[src/rtl/transport_tx_arbiter.sv]
// Arbitrates control and audio words onto a single packet sender, counts completed
// packets and paces sendData drain requests with a minimum gap.
module transport_tx_arbiter #(
    parameter int MAX_CTRL_BURST      = 4,
    parameter int AUDIO_WORDS_PER_PKT = 7,
    parameter int SEND_GAP            = 64,
    parameter int BUSY_TIMEOUT        = 255
) (
    input  logic        clk,
    input  logic        reset,
    input  logic        ctrl_req,
    input  logic [15:0] ctrl_data,
    output logic        ctrl_ack,
    input  logic        audio_req,
    input  logic [15:0] audio_data,
    output logic        audio_ack,
    output logic [1:0]  cmd,
    output logic [15:0] data,
    input  logic        busy,
    input  logic        sending,
    output logic        sendData,
    output logic        timeout_err,
    output logic        pend_ovf
);

    localparam int STREAK_W = $clog2(MAX_CTRL_BURST + 1);
    localparam int AUDIO_W  = $clog2(AUDIO_WORDS_PER_PKT + 1);
    localparam int GAP_W    = $clog2(SEND_GAP + 1);
    localparam int WAIT_W   = $clog2(BUSY_TIMEOUT + 1);

    localparam logic [STREAK_W-1:0] STREAK_MAX = STREAK_W'(MAX_CTRL_BURST);
    localparam logic [AUDIO_W-1:0]  AUDIO_LAST = AUDIO_W'(AUDIO_WORDS_PER_PKT - 1);
    localparam logic [GAP_W-1:0]    GAP_LOAD   = GAP_W'(SEND_GAP);
    localparam logic [WAIT_W-1:0]   WAIT_LAST  = WAIT_W'(BUSY_TIMEOUT - 1);

    localparam logic [1:0] CMD_IDLE  = 2'b00;
    localparam logic [1:0] CMD_CTRL  = 2'b01;
    localparam logic [1:0] CMD_AUDIO = 2'b10;

    typedef enum logic [1:0] {
        IDLE      = 2'd0,
        ISSUE     = 2'd1,
        WAIT_BUSY = 2'd2,
        WAIT_DONE = 2'd3
    } arbState_t;

    arbState_t            state;
    logic [STREAK_W-1:0]  ctrlStreak;
    logic [AUDIO_W-1:0]   audioCnt;
    logic [3:0]           pendCnt;
    logic [GAP_W-1:0]     gapCnt;
    logic [WAIT_W-1:0]    waitCnt;
    logic                 grantAudio;

    logic ctrlWins;
    logic txnDone;
    logic ctrlDone;
    logic audioDone;
    logic audioWrap;
    logic pktInc;
    logic sendFire;

    // Audio only pre-empts control once control has used up its burst allowance.
    assign ctrlWins  = ctrl_req && !(audio_req && (ctrlStreak == STREAK_MAX));

    assign txnDone   = (state == WAIT_DONE) && !busy;
    assign ctrlDone  = txnDone && !grantAudio;
    assign audioDone = txnDone && grantAudio;
    assign audioWrap = audioDone && (audioCnt == AUDIO_LAST);
    assign pktInc    = ctrlDone || audioWrap;
    assign sendFire  = (pendCnt != 4'd0) && !sending && (gapCnt == '0) && !sendData;

    always_ff @(posedge clk) begin
        if (reset) begin
            state       <= IDLE;
            cmd         <= CMD_IDLE;
            data        <= 16'h0000;
            ctrl_ack    <= 1'b0;
            audio_ack   <= 1'b0;
            timeout_err <= 1'b0;
            ctrlStreak  <= '0;
            waitCnt     <= '0;
            grantAudio  <= 1'b0;
        end else begin
            ctrl_ack    <= 1'b0;
            audio_ack   <= 1'b0;
            timeout_err <= 1'b0;
            cmd         <= CMD_IDLE;
            case (state)
                IDLE: begin
                    if (ctrl_req || audio_req) begin
                        state      <= ISSUE;
                        grantAudio <= !ctrlWins;
                        if (ctrlWins) begin
                            ctrl_ack <= 1'b1;
                            data     <= ctrl_data;
                            cmd      <= CMD_CTRL;
                            if (ctrlStreak != STREAK_MAX) begin
                                ctrlStreak <= ctrlStreak + STREAK_W'(1);
                            end
                        end else begin
                            audio_ack  <= 1'b1;
                            data       <= audio_data;
                            cmd        <= CMD_AUDIO;
                            ctrlStreak <= '0;
                        end
                    end
                end
                ISSUE: begin
                    state   <= WAIT_BUSY;
                    waitCnt <= '0;
                end
                WAIT_BUSY: begin
                    if (busy) begin
                        state <= WAIT_DONE;
                    end else if (waitCnt == WAIT_LAST) begin
                        // Sender never picked the word up; drop it without accounting.
                        timeout_err <= 1'b1;
                        state       <= IDLE;
                    end else begin
                        waitCnt <= waitCnt + WAIT_W'(1);
                    end
                end
                WAIT_DONE: begin
                    if (!busy) begin
                        state <= IDLE;
                    end
                end
                default: state <= IDLE;
            endcase
        end
    end

    // Packet accounting and drain pacing run alongside the arbiter every cycle.
    always_ff @(posedge clk) begin
        if (reset) begin
            audioCnt <= '0;
            pendCnt  <= 4'd0;
            pend_ovf <= 1'b0;
            gapCnt   <= '0;
            sendData <= 1'b0;
        end else begin
            if (audioDone) begin
                audioCnt <= audioWrap ? '0 : audioCnt + AUDIO_W'(1);
            end

            sendData <= sendFire;
            if (sendFire) begin
                gapCnt <= GAP_LOAD;
            end else if (gapCnt != '0) begin
                gapCnt <= gapCnt - GAP_W'(1);
            end

            if (pktInc && !sendFire) begin
                if (pendCnt == 4'd15) begin
                    pend_ovf <= 1'b1;
                end else begin
                    pendCnt <= pendCnt + 4'd1;
                end
            end else if (sendFire && !pktInc) begin
                pendCnt <= pendCnt - 4'd1;
            end
        end
    end

endmodule

[config.mk]
export PLATFORM = sky130hd
export DESIGN_NAME = transport_tx_arbiter
export DESIGN_NICKNAME = d
export VERILOG_FILES = /design/src/rtl/transport_tx_arbiter.sv
export SDC_FILE = /design/constraint.sdc
export NUM_CORES = 1
export LEC_CHECK = 0
export ABC_AREA = 1
export CAP_MARGIN = 30
export CELL_PAD_IN_SITES_DETAIL_PLACEMENT = 1
export CELL_PAD_IN_SITES_GLOBAL_PLACEMENT = 1
export CORE_ASPECT_RATIO = 2
export CORE_MARGIN = 4
export CORE_UTILIZATION = 32
export CTS_BUF_LIST = sky130_fd_sc_hd__clkbuf_16
export DETAILED_ROUTE_END_ITERATION = 6
export PLACE_DENSITY = 0.84
export REMOVE_ABC_BUFFERS = 1
export SYNTH_ARGS = -nofsm -noshare
export SYNTH_HDL_FRONTEND = slang
export SYNTH_SLANG_ARGS = --single-unit
[constraint.sdc]
create_clock -name clk -period 2 [get_ports clk]
set_input_delay 0.4 -clock clk [delete_from_list [all_inputs] [get_ports clk]]
set_output_delay 0.4 -clock clk [all_outputs]
set_load 0.02 [all_outputs]
---- After elaboration in Yosys (flattened, before gate mapping) ----
Cells that the tools add are included.
storage, ports and cells
  register bits ........................... 51
  input port bits ......................... 38
  output and inout port bits .............. 23
  logic and storage cells ................. 97
cells by class
  add/sub/neg operators ................... 6
  equality and inequality tests ........... 15
  muxes and demuxes ....................... 21
  bitwise operators ....................... 3
  reductions and logical operators ........ 37
operators by type and width
  kind                                              count
  two-way mux 16 bit                                1
  two-way mux 8 bit                                 2
  case mux 8 bit (2 select lines)                   1
  two-way mux 7 bit                                 2
  two-way mux 4 bit                                 3
  logical AND 1 bit                                 11
  two-way mux 2 bit                                 5
  != test 2 bit, second input constant              5
  two-way mux 3 bit                                 3
  AND reduction 3 bit                               3
  adder 8 x 1 -> 8 bit, second input constant       1
  == test 8 bit, second input constant              1
  zero test 1 bit                                   8
  case mux 2 bit (4 select lines)                   1
  zero test 7 bit                                   1
  nonzero test 7 bit                                1
  subtractor 7 x 1 -> 7 bit, second input constant  1
  adder 3 x 1 -> 3 bit, second input constant       2
  == test 3 bit, second input constant              2
  != test 3 bit, second input constant              2
  AND reduction 2 bit                               3
  nonzero test 2 bit                                3
  OR reduction 3 bit                                2
  adder 4 x 1 -> 4 bit, second input constant       1
  other kinds (11)                                  17

---- Longest topological paths before layout ----
Gate-level depths: netlist of run 1.
  word-level depth ........................ 9
  gate-level depth with buffers ........... 17

---- Worst setup path before layout of run 1 ----
OpenSTA, ideal clock, no wires.
  path kind ............................... flip-flop to flip-flop
  start ................................... register audioCnt[0]
  end ..................................... register pendCnt[3]
  data arrival time ....................... 1997 ps
  slack ................................... -60 ps
  stages on the path, launching flop included .. 17
  buffers on the path ..................... 0
  clock period less this slack ............ 2060 ps
  path through ............................ dfxtp_1 -> inv_1 -> ha_1 -> nand2_1 -> inv_2 -> nor2_1 -> nor2_4 -> nand2_2 -> ha_1 -> and3_1 -> nor2_1 -> inv_1 -> nand2_2 -> nand2_1 -> nor2_1 -> nor2_1 -> nor2_1
on the way
  word-level cells in the longest chain between the ends .. 7
  elaborated cells between the ends (all ways) .. 10
ends and longest elaborated chain
  element                        RTL line  RTL
  from (decl)                    49        logic [AUDIO_W-1:0] audioCnt;
  from (signal assigned)         144       audioCnt <= audioWrap ? '0 : audioCnt + AUDIO_W'(1);
  == test 3 bit *                69        assign audioWrap = audioDone && (audioCnt == AUDIO_LAST);
  logical AND 1 bit *            69
  logical OR 1 bit *             70        assign pktInc = ctrlDone || audioWrap;
  zero test 1 bit                160       end else if (sendFire && !pktInc) begin
  logical AND 1 bit              160
  nonzero test 2 bit (no line)   --
  AND reduction 2 bit (no line)  --
  to (signal assigned)           158       pendCnt <= pendCnt + 4'd1;
  to (signal assigned)           161       pendCnt <= pendCnt - 4'd1;
  to (decl)                      50        logic [3:0] pendCnt;
Every way passes the cells marked *; elsewhere a longest branch is shown, timed or not.
A chain may end at the register's enable or synchronous reset.

---- Worst setup path in the final report of run 1 ----
Same ends and word-level chain as after synthesis.

==> qor.txt, run 1 <==
Worst Clk Skew - 0.001814 ns
vias - 2514
DR pass1 iterations - 4
Netlist cell types - 42
M1 GR Usage - 15.17%
clk sinks - 49
I/O Buffers - 60
syn_area_per_cell - 7.652 um^2
CP Buf/Inv Count - 3
post-place instance area - 3351 um^2
GR peak layer - met2
static leakage - 1.534 nW
CTS tree - done
Synth Instances - 328
largest net degree at the start of global routing - 16
NumNets Final - 465
CTS H-tree lvls - 2
Worst R2R Path Depth - 16
GR Layer Usage met2 - 34.81%
chip height - 133.2 um
root buffer cell - clkbuf_16
Layout Cells excl Fill - 511
Clock transition at path regs - 0.06 ns
DRT iter0 DRCs - 89
number of global-route vias before repair - 2785
PwrDens - 928.0 nW/um^2
max_cap viols - 0
min cycle time layout - 1.927 ns
core area - 7601 um^2
status - finished clean
routed wire length - 7788 um
worst hold path class - register to register
vias per cell - 4.920
hold path startpoint - pend_ovf
met3 layer usage reported by global route - 2.417%
I/O pins - 61
Final Max Tran Viols - 0
mapped cell area - 2510 um^2
Multi-input gate area - 1408 um^2
gr usage total - 16.90%
Hold Path Depth - 1
maximum vdd drop - 570.2 uV
hold_buf cts - 0
ANT nets after route - 0
FP Rows - 45
Setup-failing EPs final - 0
setup total negative slack - 0 ns
fmax - 519.1 MHz
grt ovf - 0
worst setup path class - register to register
initial core utilization - 33.02%
r2r setup slk - 0.07 ns
DP Wirelength - 6034 um
Worst EP required - 2.23 ns
CP max stage cell - dfxtp_2
Tcrit/Tclk final - 96.33%
clk buf depth - 2
Synth Warn # - 0
Seq/Total Area, Yosys - 39.08%
CP top delay family - simple AND/OR/NAND/NOR gates
CP peak stage delay - 0.33 ns
Critical Path Stages - 16
Area Growth Syn to Fin - 44.47%
Final Cell Area - 3626 um^2
RR Startpoint - audioCnt[0]
number of synthesized register bits - 49
worst-path cell chain - inv_2 -> ha_4 -> nand2_2 -> inv_2 -> nor2_4 -> nor2_4 -> nand2_4 -> ha_4 -> and3_4 -> nor2_4 -> inv_2 -> nand2_2 -> nand2_2 -> nor2_1 -> nor2_1 -> nor2_1
r2r endpoint - pendCnt[3]
WP data arrival - 2.16 ns
placer congestion estimate - 0.8603
Placed Cells - 498
die outline width - 70.63 um
Setup crit end kind - register
initial antenna violation count - 0
Final Hold Vio Count - 0
CP startpoint kind - register
register area - 983.4 um^2
Slew @ Worst Pin - 0.3163 ns
ratio of cells with drive above 1 in the final layout - 23.02%
DR WL/cell - 15.24 um
ant diodes - 0
clock latency on the worst-skew pair - 0.29 ns
Hold Crit Endpoint - pend_ovf
die area - 9410 um^2
CTS Buf Count - 5
Slew headroom - 78.75%
DRC Markers - 0
critical path fanouts, max - 3
# fillers - 931
global-route wire length before repair - 12770 um
worst reg2reg max path, cell delays in order (launching register included):
cell     delay, ns
dfxtp_2       0.33
inv_2         0.08
ha_4          0.13
nand2_2       0.05
inv_2         0.08
nor2_4        0.04
nor2_4        0.14
nand2_4       0.09
ha_4          0.26
and3_4        0.16
nor2_4        0.10
inv_2         0.05
nand2_2       0.07
nand2_2       0.05
nor2_1        0.10
nor2_1        0.05
nor2_1        0.09
worst max path at each step:
stage / slack (ns) / to / start
after detailed placement: -0.42 / pendCnt[3] / busy
after CTS: 0.008 / pendCnt[3] / busy
after global routing: -0.03 / pendCnt[3] / audioCnt[0]
final: 0.07 / pendCnt[3] / audioCnt[0]
after floorplan: -0.06 / pendCnt[3] / audioCnt[0]
after global placement: -0.31 / pendCnt[3] / busy
registers in the layout, summed over array words and instances (netlist names):
signal       cells
cmd              1
pend_ovf         1
grantAudio       1
gapCnt           7
state            2
pendCnt          4
sendData         1
waitCnt          8
audioCnt         3
data            16
timeout_err      1
ctrlStreak       3
audio_ack        1
routing by layer:
layer	wire length [um]	vias up	part of all wire, %
met5	0	-	0
met4	294	0	3.8
met3	190	21	2.4
met2	4609	45	59
met1	2694	1219	35
li1	-	1229	-
power breakdown:
part	internal (mW)	total [mW]	switching (mW)
Sequential	1.11	1.21	0.0991
Combinational	0.583	1.32	0.738
Clock	0.455	0.829	0.374
Total	2.15	3.36	1.21
placed cells by master (no fill, tap or decap), drive strengths merged:
cell           netlist  final
o21a                 2      2
nor4                 1      1
o221ai               2      2
and3                 1      1
nand4                4      4
dlymetal6s2s         0      1
o21ai               13     13
nor2                50     50
nor3                 7      7
o31ai                2      2
xor2                 5      5
nand3               29     29
inv                 38     41
clkdlybuf4s50        0     59
a211oi               2      2
a31oi                2      2
dfxtp               49     49
nand2               73     73
fa                   1      1
o22ai                2      2
xnor2                3      3
clkbuf               2      5
a21oi               19     19
ha                  10     10
buf                  7     30
o211a                1      1
or2                  2      2
clkinvlp             0      1
cell families after synthesis:
logic type                 synth area share (%)
AOI/OAI and AO/OA                         11.61
xor gates and xnor gates                  2.792
adders and majority gates                 5.783
buffers and inverters                     8.424
DFF                                       39.08
and+or+nand+nor                           32.30
area by class of cell:
| type | instances | share of cell area (%) |
|---|---|---|
| tap | 94 | 3.244 |
| timing repair buffer | 90 | 22.84 |
| sequential | 49 | 27.12 |
| clock inverter | 3 | 0.4141 |
| multi-input combinational | 231 | 38.82 |
| clock buffer | 5 | 3.451 |
| inverter | 39 | 4.106 |
per-stage QoR:
stage / hold WS (ns) / setup WS, ns / power (mW) / util, %
final: 0.4688 / 0.07342 / 3.365 / 47.70
after global placement: 0.4511 / -0.3086 / 2.423 / 44.08
after floorplan: 0.4367 / -0.06126 / 1.991 / -
after detailed placement: 0.4618 / -0.4247 / 2.488 / 44.08
after global routing: 0.5036 / -0.03246 / 3.580 / 47.70
after CTS: 0.4774 / 0.008388 / 3.348 / 46.42
Yosys cell counts:
library cell | n | share of area, %
o31ai_1 | 2 | 0.60
buf_1 | 1 | 0.15
and3_1 | 1 | 0.25
nand2_4 | 3 | 1.3
nor2_1 | 43 | 6.4
nand3_4 | 1 | 0.70
o21ai_2 | 2 | 0.70
xor2_1 | 5 | 1.7
ha_1 | 10 | 5.0
nand4_1 | 4 | 1.0
o21ai_0 | 6 | 1.2
nor3_2 | 2 | 0.80
nor2_2 | 4 | 1.0
clkinv_1 | 1 | 0.15
o21ai_1 | 5 | 1.0
a21oi_1 | 16 | 3.2
buf_6 | 3 | 1.3
inv_1 | 25 | 3.7
a31oi_1 | 2 | 0.50
nand3_2 | 2 | 0.80
inv_2 | 13 | 1.9
nor2_4 | 2 | 0.90
nor4_1 | 1 | 0.25
nand3_1 | 26 | 5.2
buf_4 | 2 | 0.60
or2_2 | 2 | 0.50
o211a_1 | 1 | 0.40
o21a_1 | 2 | 0.60
nor3_1 | 5 | 1.0
a211oi_1 | 2 | 0.60
xnor2_1 | 3 | 1.0
a21oi_2 | 1 | 0.35
o22ai_1 | 2 | 0.50
nor2_8 | 1 | 0.80
o221ai_1 | 2 | 0.70
nand2_2 | 9 | 2.2
buf_2 | 1 | 0.20
dfxtp_1 | 49 | 39
a21oi_4 | 2 | 1.3
fa_1 | 1 | 0.80
clkbuf_1 | 2 | 0.30
nand2_1 | 61 | 9.1
repair_timing:
item,CTS,global route
endpoints found under the setup margin,1,2
pin swaps,7,11
setup buffers,1,4
resized for setup,8,17
Power figures use the tool's default switching activity.
==> run 2, diff against run 1 <==
Settings changed: HOLD_SLACK_MARGIN from default to 0.05.
==> results of run 2 <==
Same layout as run 1: the final DEF is identical, and so are final timing and power.
==> run 3, diff against run 2 <==
Settings changed: GPL_ROUTABILITY_DRIVEN from default to 0.
==> results of run 3 <==
Same layout as run 1: the final DEF is identical, and so are final timing and power.
